**src/rtl/write_combine_buffer.sv**
```systemverilog
`default_nettype none
// ============================================================================
// Module   : write_combine_buffer
// Purpose  : Posted-write queue with byte-merge between CPU port and bus master.
// Revision : 1.0 - initial release
// ============================================================================
module write_combine_buffer #(
    parameter int DEPTH         = 4,
    parameter int ADDRESS_WIDTH = 32,
    parameter bit STALL_READ    = 1'b0,
    parameter bit COMBINE       = 1'b1
) (
    input  logic                         i_clock,
    input  logic                         i_reset_n,
    output logic                         o_empty,
    output logic                         o_full,
    output logic [$clog2(DEPTH+1)-1:0]   o_count,
    input  logic                         i_cached,
    input  logic                         i_flush,
    output logic                         o_bus_rw,
    output logic                         o_bus_request,
    input  logic                         i_bus_ready,
    output logic [ADDRESS_WIDTH-1:0]     o_bus_address,
    input  logic [31:0]                  i_bus_rdata,
    output logic [31:0]                  o_bus_wdata,
    output logic [3:0]                   o_bus_wmask,
    input  logic                         i_rw,
    input  logic                         i_request,
    output logic                         o_ready,
    input  logic [ADDRESS_WIDTH-1:0]     i_address,
    output logic [31:0]                  o_rdata,
    input  logic [31:0]                  i_wdata,
    input  logic [3:0]                   i_wmask
);
    localparam int PTR_W = $clog2(DEPTH);
    localparam int CNT_W = $clog2(DEPTH + 1);
    localparam int WA_W  = ADDRESS_WIDTH - 2;
    localparam logic [CNT_W-1:0] C_DEPTH = CNT_W'(DEPTH);

    typedef enum logic [1:0] {
        ST_IDLE     = 2'd0,
        ST_UPSTREAM = 2'd1,
        ST_DRAIN    = 2'd2
    } state_t;

    state_t            r_state;
    logic [DEPTH-1:0]  r_valid;
    logic [WA_W-1:0]   r_waddr [DEPTH];
    logic [31:0]       r_wdata [DEPTH];
    logic [3:0]        r_wmask [DEPTH];
    logic [PTR_W-1:0]  r_head;
    logic [PTR_W-1:0]  r_tail;
    logic [CNT_W-1:0]  r_count;
    logic              r_empty;
    logic              r_full;

    logic [WA_W-1:0]   w_word;
    logic [DEPTH-1:0]  w_match;
    logic [DEPTH-1:0]  w_merge_sel;
    logic [31:0]       w_merged      [DEPTH];
    logic [3:0]        w_merged_mask [DEPTH];
    logic              w_cached_wr;
    logic              w_merge;
    logic              w_push;
    logic              w_pop;
    logic              w_up_done;
    logic              w_read_ok;
    logic              w_up_go;
    logic [31:0]       w_head_wdata;
    logic [3:0]        w_head_wmask;
    logic [CNT_W-1:0]  w_count_next;

    assign w_word = i_address[ADDRESS_WIDTH-1:2];

    // The head entry is frozen once it is on the bus; merges must not touch it.
    generate
        for (genvar gi = 0; gi < DEPTH; gi++) begin : g_entry
            localparam logic [PTR_W-1:0] IDX = PTR_W'(gi);
            assign w_match[gi]     = r_valid[gi] && (r_waddr[gi] == w_word);
            assign w_merge_sel[gi] = COMBINE && w_match[gi] &&
                                     !((r_state == ST_DRAIN) && (r_head == IDX));
            for (genvar gb = 0; gb < 4; gb++) begin : g_byte
                assign w_merged[gi][8*gb +: 8] = i_wmask[gb] ? i_wdata[8*gb +: 8]
                                                             : r_wdata[gi][8*gb +: 8];
            end
            assign w_merged_mask[gi] = r_wmask[gi] | i_wmask;
        end
    endgenerate

    assign w_cached_wr  = i_request && i_rw && i_cached && !i_flush;
    assign w_merge      = w_cached_wr && (|w_merge_sel);
    assign w_push       = w_cached_wr && !(|w_merge_sel) && !r_full;
    assign w_pop        = (r_state == ST_DRAIN) && i_bus_ready;
    assign w_up_done    = (r_state == ST_UPSTREAM) && i_bus_ready;
    assign w_read_ok    = STALL_READ ? r_empty : !(|w_match);
    assign w_up_go      = i_request && (i_rw ? (!i_cached && r_empty) : w_read_ok);
    assign w_count_next = r_count + CNT_W'(w_push) - CNT_W'(w_pop);

    // A merge into the head in the cycle the drain starts must reach the bus.
    assign w_head_wdata = (w_merge && w_merge_sel[r_head]) ? w_merged[r_head]      : r_wdata[r_head];
    assign w_head_wmask = (w_merge && w_merge_sel[r_head]) ? w_merged_mask[r_head] : r_wmask[r_head];

    assign o_ready = w_up_done || w_merge || w_push;
    assign o_rdata = w_up_done ? i_bus_rdata : 32'd0;
    assign o_empty = r_empty;
    assign o_full  = r_full;
    assign o_count = r_count;

    always_ff @(posedge i_clock or negedge i_reset_n) begin
        if (!i_reset_n) begin
            r_valid <= '0;
            r_head  <= '0;
            r_tail  <= '0;
            r_count <= '0;
            r_empty <= 1'b1;
            r_full  <= 1'b0;
            for (int i = 0; i < DEPTH; i++) begin
                r_waddr[i] <= '0;
                r_wdata[i] <= '0;
                r_wmask[i] <= '0;
            end
        end else begin
            for (int i = 0; i < DEPTH; i++) begin
                if (w_merge && w_merge_sel[i]) begin
                    r_wdata[i] <= w_merged[i];
                    r_wmask[i] <= w_merged_mask[i];
                end
            end
            if (w_push) begin
                r_valid[r_tail] <= 1'b1;
                r_waddr[r_tail] <= w_word;
                r_wdata[r_tail] <= i_wdata;
                r_wmask[r_tail] <= i_wmask;
                r_tail          <= r_tail + PTR_W'(1);
            end
            if (w_pop) begin
                r_valid[r_head] <= 1'b0;
                r_head          <= r_head + PTR_W'(1);
            end
            r_count <= w_count_next;
            r_empty <= (w_count_next == '0);
            r_full  <= (w_count_next == C_DEPTH);
        end
    end

    always_ff @(posedge i_clock or negedge i_reset_n) begin
        if (!i_reset_n) begin
            r_state       <= ST_IDLE;
            o_bus_request <= 1'b0;
            o_bus_rw      <= 1'b0;
            o_bus_address <= '0;
            o_bus_wdata   <= '0;
            o_bus_wmask   <= '0;
        end else begin
            case (r_state)
                ST_IDLE: begin
                    if (w_up_go) begin
                        r_state       <= ST_UPSTREAM;
                        o_bus_request <= 1'b1;
                        o_bus_rw      <= i_rw;
                        o_bus_address <= i_address;
                        o_bus_wdata   <= i_wdata;
                        o_bus_wmask   <= i_wmask;
                    end else if (!r_empty) begin
                        r_state       <= ST_DRAIN;
                        o_bus_request <= 1'b1;
                        o_bus_rw      <= 1'b1;
                        o_bus_address <= {r_waddr[r_head], 2'b00};
                        o_bus_wdata   <= w_head_wdata;
                        o_bus_wmask   <= w_head_wmask;
                    end
                end
                ST_UPSTREAM, ST_DRAIN: begin
                    if (i_bus_ready) begin
                        r_state       <= ST_IDLE;
                        o_bus_request <= 1'b0;
                        o_bus_rw      <= 1'b0;
                        o_bus_address <= '0;
                        o_bus_wdata   <= '0;
                        o_bus_wmask   <= '0;
                    end
                end
                default: r_state <= ST_IDLE;
            endcase
        end
    end
endmodule
`default_nettype wire

```
**config.mk**
```make
export PLATFORM = sky130hd
export DESIGN_NAME = write_combine_buffer
export DESIGN_NICKNAME = d
export VERILOG_FILES = /design/src/rtl/write_combine_buffer.sv
export SDC_FILE = /design/constraint.sdc
export NUM_CORES = 1
export LEC_CHECK = 0
export ABC_AREA = 0
export BUFFER_PORTS_ARGS = -buffer_cell sky130_fd_sc_hd__buf_2
export CAP_MARGIN = 15
export CORE_UTILIZATION = 30
export DETAILED_ROUTE_END_ITERATION = 16
export GPL_TIMING_DRIVEN = 0
export SKIP_CTS_REPAIR_TIMING = 1
export SYNTH_ARGS = -nofsm -noshare
export SYNTH_HDL_FRONTEND = slang
export SYNTH_SLANG_ARGS = --single-unit
```
**constraint.sdc**
```tcl
create_clock -name i_clock -period 3.49 [get_ports i_clock]
set_input_delay 0.5235 -clock i_clock [delete_from_list [all_inputs] [get_ports i_clock]]
set_output_delay 0.5235 -clock i_clock [all_outputs]
set_load 0.1 [all_outputs]
```
==> results of run 1 <==
## layout make-up
cell class / count / area, um2
diodes: 4 / 10.0
multi-input cells: 825 / 9020
clock buffers: 59 / 1140
inverters: 15 / 56.3
clock inverters: 12 / 105
plain buffers: 95 / 529
flip-flops and latches: 349 / 8730
well taps: 765 / 957
fillers: 5552 / 36400
repair buffers: 189 / 1060
## critical path, cell delays in order, from the launching register on
cell and delay (ns):
dfrtp_1 0.40, xnor2_1 0.34, nand4_1 0.18, nor4_2 0.32, nand2_1 0.17, o2111a_1 0.30, buf_6 0.16, a21oi_4 0.19
a21o_1 0.15, buf_12 0.18
## placed cells by master (no fill, tap or decap), types with 6 or more instances in the layout
cell type / count
a21boi_2: 12
a22o_1: 52
ha_1: 12
xnor2_2: 44
clkinvlp_4: 6
clkbuf_1: 38
nor4_1: 6
clkbuf_16: 41
buf_2: 230
mux2_2: 280
nand4_1: 56
nand3_1: 14
inv_1: 15
xnor2_1: 76
a221o_1: 32
and3_1: 67
buf_4: 8
mux4_2: 67
a21oi_1: 7
dfrtp_1: 348
o211ai_1: 8
nand2_1: 19
## flip-flops by register name, indices dropped and copies added, names as in the netlist, 2 cells and up
| signal | flops |
|---|---|
| r_wdata | 128 |
| o_count | 3 |
| r_head | 2 |
| o_bus_wmask | 4 |
| r_state | 2 |
| r_wmask | 16 |
| r_tail | 2 |
| o_bus_address | 32 |
| o_bus_wdata | 32 |
| r_valid | 4 |
| r_waddr | 120 |
## kinds of logic (layout without fill, tap and decap cells)
logic type / after synthesis / in the layout / share of synthesized area
adders and majority gates: 14 / 14 / 0.0103
DFF: 349 / 349 / 0.493
AOI/OAI and AO/OA: 140 / 140 / 0.0760
buffers and inverters: 110 / 370 / 0.0285
other: 0 / 4 / 0
muxes: 347 / 347 / 0.263
xor gates and xnor gates: 124 / 124 / 0.0621
and+or+nand+nor: 200 / 200 / 0.0677
## path summary, 6_finish.rpt
check | end | startpoint | cells after the start
min in group asynchronous | o_bus_address[21] | i_reset_n | 2
worst max register to register | r_wdata[76] | r_waddr[33] | 10
max in group asynchronous | r_wdata[48] | i_reset_n | 4
worst min register to register | o_bus_request | o_bus_request | 1
worst max-delay path | o_ready | r_waddr[33] | 9
worst min-delay path | o_bus_address[0] | i_address[0] | 2
## where the power goes
part	leakage (nW)	internal [mW]	total, mW	switching [mW]
sequential	4.54	5.79	7.05	1.25
clock	0.588	2.29	4.05	1.76
combinational	4.84	4.18	10.1	5.91
## metal layers
layer / up-vias / part of all wire / GRT usage
li1: 5337 / - / -
met1: 6337 / 0.43 / 0.238
met2: 385 / 0.47 / 0.291
met3: 99 / 0.070 / 0.0461
met4: 18 / 0.024 / 0.0529
met5: - / 0.0021 / 0
## stage by stage
stage | setup TNS [ns] | setup WS (ns) | hold slack, ns | instances
after detailed placement | -302.28 | -1.30 | 0.471 | 2233
after global routing | -0.0660 | -0.0660 | 0.154 | 2311
after CTS | -290.35 | -1.62 | -0.132 | 2304
final | 0 | 0.0193 | 0.165 | 2313
after global placement | -1977.11 | -4.88 | 0.458 | 2229
after floorplan | 0 | 0.0999 | 0.228 | 1284
==> out/results.txt, run 1 <==
Outcome: finished clean
Bufs on Longest Clock Path: 3
Mapped Cells: 1284
Number of synthesized register bits: 349
Ys flop type: dfrtp_1
Row count: 88
Syn avg cell area: 13.8 um2
Drt total wl: 54700 um
Worst Path Max Fanout: 10
Mapped cell area: 17700 um2
Slew Viols, Final: 0
Synth top cells by count: 348 x dfrtp_1, 280 x mux2_2, 121 x xnor2_1
Final Wtd Congestion: 0.950
Period utilization: 0.994
Setup CP Type: flip-flop to primary output
Reg clk slew, reported paths: 0.06 ns
IO Port Bufs: 180
Async SR Flop Fraction: 1.00
YS warnings: 0
DR pass1 iterations: 6
GRT Util Overall: 0.181
FMAX: 288 MHz
Die height: 245 um
Layout area overhead: 21.9%
Grt ovf: 0
Library cells used by synthesis: 50
Final core utilization: 0.373
IO Pins: 215
Root Driver: clkbuf_16
Clk_lat worst skew: 0.58 ns
Final setup vio count: 0
# DRC: 0
Minimum clock period: 3.47 ns
Max VDD drop: 0.484 mV
CTS Buf Count: 41
Fin. Hold Viols: 0
CP arrival: 2.95 ns
Number of flops mapped to enable cells by yosys: 0
PwrDens: 980 nW/um2
Most common cell in the netlist: dfrtp_1
Die Wd: 245 um
Sequential-to-total area share from yosys stat: 0.493
CTS H-tree depth: 2
WL/cell: 23.6 um
Global-route wire length before repair: 81400 um
Number of antenna violations at the first check in global routing: 14
Syn Nets: 1405
Clk sink count: 349
Via count: 12200
Yosys top cell area share: 0.491
Tightest Pin Transition: 1.28 ns
Hold crit path type: input port to flip-flop
Reg2reg setup slack: 0.05 ns
Layout Nets: 1637
Yosys top cell by area: dfrtp_1
Startpoint types: flip-flop
Remaining antenna violation count: 0
Final design area excluding fillers: 21600 um2
Max Cap Viol: 0
CTS tree: yes
Post-DP Area: 19700 um2
Layout cells sized above 1: 0.489
Most area-consuming cells after synthesis: dfrtp_1 49%, mux2_2 18%, mux4_2 8.5%
Initial core utilization: 0.306
Hpwl dp: 40100 um
Crit end category: primary output
Power Total: 21.2 mW
First-iteration detailed-routing DRC count: 776
Pleak: 9.97 nW
RSZ-0062 raised after global routing: yes
Vias in the first global route: 12500
Die area: 60100 um2
Routed vias/inst: 5.26
Core Box Area: 58000 um2
Worst EP required: 2.97 ns
Clock skew: 0.0264 ns
Slew Limit Headroom: 0.140
Largest net degree at the start of global routing: 121
Power figures use the tool's default switching activity.
==> run 2, diff against run 1 <==
--- a/config.mk
+++ b/config.mk
@@ -11,6 +11,7 @@
 export CORE_UTILIZATION = 30
 export DETAILED_ROUTE_END_ITERATION = 16
 export GPL_TIMING_DRIVEN = 0
+export PLACE_DENSITY = 0.58
 export SKIP_CTS_REPAIR_TIMING = 1
 export SYNTH_ARGS = -nofsm -noshare
 export SYNTH_HDL_FRONTEND = slang
==> run 2 against run 1 <==
Against the previous run:
- the run now ends with negative hold slack left
- first-iteration DRC count is 4.5% higher
- non-clock buffer count up 2
- final cell count grew 0.26%
- sequential power about the same
- critical path depth did not move
- sequential share of layout area is 0.59 points lower
- clock power up 13%
- clock skew up 0.0060 ns
- routed wire length grew 0.44%
- die area is the same
- combinational power about the same
- via count down 0.48%
- largest power group unchanged
- highest routed layer unchanged
==> out/results.txt, run 2 (synthesis results as in run 1) <==
Drt total wl: 54900 um (+0.44%)
Layout Nets: 1639 (+0.12%)
Routed vias/inst: 5.23 (-0.74%)
Hold crit path type: input port to async pin
DR pass1 iterations: 5 (-1)
Die area: 60100 um2 (unchanged)
Startpoint types: flip-flop
# DRC: 0 (unchanged)
Clock skew: 0.0324 ns (+0.00597 ns)
Top Usage Layer GRT: met2
Most frequent cells in the layout: 348 x dfrtp_1, 280 x mux2_2, 230 x buf_2, 67 x and3_1, 67 x mux4_2
CTS H-tree depth: 2 (unchanged)
Root Driver: clkbuf_16
Vias in the first global route: 12600 (+0.63%)
Hpwl dp: 40300 um (+0.43%)
Most common cell after layout, fill and taps aside: dfrtp_1
CP arrival: 2.92 ns (-0.03 ns)
Die height: 245 um (unchanged)
Failing checks: negative hold slack
PwrDens: 993 nW/um2 (+1.4%)
Grt ovf: 0 (unchanged)
Power Total: 21.8 mW (+2.9%)
CTS Buf Count: 41 (unchanged)
Layout cells sized above 1: 0.502 (+0.0126)
Storage cell area: 8730 um2 (unchanged)
Slew Limit Headroom: 0.162 (+0.0220)
Area of the multi-input gates: 9130 um2 (+1.3%)
Met2 usage: 0.299 (+0.00773)
Remaining antenna violation count: 0 (unchanged)
Largest register FFs: 128 (unchanged)
WL/cell: 23.7 um (+0.18%)
Via count: 12100 (-0.48%)
Max VDD drop: 0.480 mV (-0.78%)
Die Wd: 245 um (unchanged)
Outcome: finished with violations
Cell count after placement: 2235 (+0.090%)
Setup CP Type: flip-flop to primary output
Initial core utilization: 0.306 (unchanged)
Number of antenna violations at the first check in global routing: 9 (-5)
Global-route wire length before repair: 82400 um (+1.1%)
Worst EP required: 2.97 ns (about the same)
M3 GR Usage: 0.0405 (-0.00569)
First-iteration detailed-routing DRC count: 811 (+4.5%)
Pleak: 10.2 nW (+2.1%)
GRT Util Overall: 0.183 (+0.00179)
Setup TNS: 0 ns (unchanged)
IO Port Bufs: 180 (unchanged)
FMAX: 291 MHz (+0.92%)
Crit end category: primary output
Core Box Area: 58000 um2 (unchanged)
Row count: 88 (unchanged)
Bufs on Longest Clock Path: 3 (unchanged)
Worst Path Max Fanout: 9 (-1)
Final setup vio count: 0 (unchanged)
Period utilization: 0.985 (-0.00911)
IO Pins: 215 (unchanged)
Clk sink count: 349 (unchanged)
Met1 Use GR: 0.242 (+0.00444)
Final Wtd Congestion: 0.939 (-1.2%)
Reg clk slew, reported paths: 0.06 ns (about the same)
Fin. Hold Viols: 11 (+11)
Largest net degree at the start of global routing: 103 (-15%)
Clk_lat worst skew: 0.58 ns (about the same)
Minimum clock period: 3.44 ns (-0.0318 ns)
CTS tree: yes
Slew Viols, Final: 0 (unchanged)
FILL cells: 5534 (-0.32%)
Tightest Pin Transition: 1.25 ns (-0.0327 ns)
Cell Count, Final, Fillers Out: 2319 (+0.26%)
Max Cap Viol: 0 (unchanged)
Layout area overhead: 23.7%
Top flop regs: r_wdata x128, r_waddr x120
Hold Slack: -0.0256 ns (-0.191 ns)
Largest register by flop count: r_wdata
==> run 2: cell types whose count changed in the layout (fill, tap and decap cells not counted), sizes merged, moves of 3 or more <==
| cell | before | now |
|---|---|---|
| clkinv | 4 | 7 |
| bufinv | 0 | 4 |
| clkinvlp | 6 | 1 |
| buf | 253 | 257 |
| clkbuf | 89 | 92 |
==> run 2: where the power goes <==
part / internal (mW) / switching, mW / total (mW) / leakage, nW
Clock: 2.76 / 1.80 / 4.56 / 0.705
Sequential: 5.79 / 1.28 / 7.07 / 4.54
Combinational: 4.23 / 5.92 / 10.2 / 4.94
Total: 12.8 / 9.00 / 21.8 / 10.2
==> run 2: worst max-delay path: stages (launching register included) <==
cell and delay, ns:
dfrtp_1 0.41, xnor2_1 0.38, nand4_1 0.14, nor4_1 0.27, nand2_1 0.17, o2111a_1 0.30
buf_6 0.16, a21oi_4 0.16, a21o_1 0.15, buf_12 0.18
==> run 2: final timing paths <==
path                               from  slack (ns)           endpoint  cells past startpoint
max in group asynchronous     i_reset_n        2.22  o_bus_address[11]                      3
max reg2reg                 r_waddr[56]        0.11        r_wdata[79]                     10
min                           i_reset_n       -0.03    o_bus_wdata[19]                      1
max                         r_waddr[56]        0.05            o_ready                      9
min in group i_clock       i_address[1]        0.17   o_bus_address[1]                      2
min reg2reg                 r_wdata[55]        0.50        r_wdata[55]                      1
==> run 2: per-layer routing <==
layer | wire length (um) | up-vias
li1 | - | 5362
met1 | 24100 | 6351
met2 | 26400 | 312
met3 | 3270 | 80
met4 | 1010 | 12
met5 | 64 | -
==> run 2: layout make-up <==
type                       instances  area share
timing repair buffer             191      0.0491
buffer                            95      0.0240
clock buffer                      63      0.0565
tap                              765      0.0436
inverter                          15     0.00257
antenna                            3    0.000342
multi-input combinational        825       0.416
clock inverter                    13     0.00930
sequential                       349       0.398
==> run 2: metrics by stage <==
stage                     setup WS [ns]  cell area [um2]   util
after detailed placement          -1.06            19700  0.340
after global placement            -4.88            19600  0.338
final                            0.0511            21900  0.378
after global routing            -0.0386            21900  0.378
after CTS                         -1.54            21200  0.365
after floorplan                  0.0999            17700      -
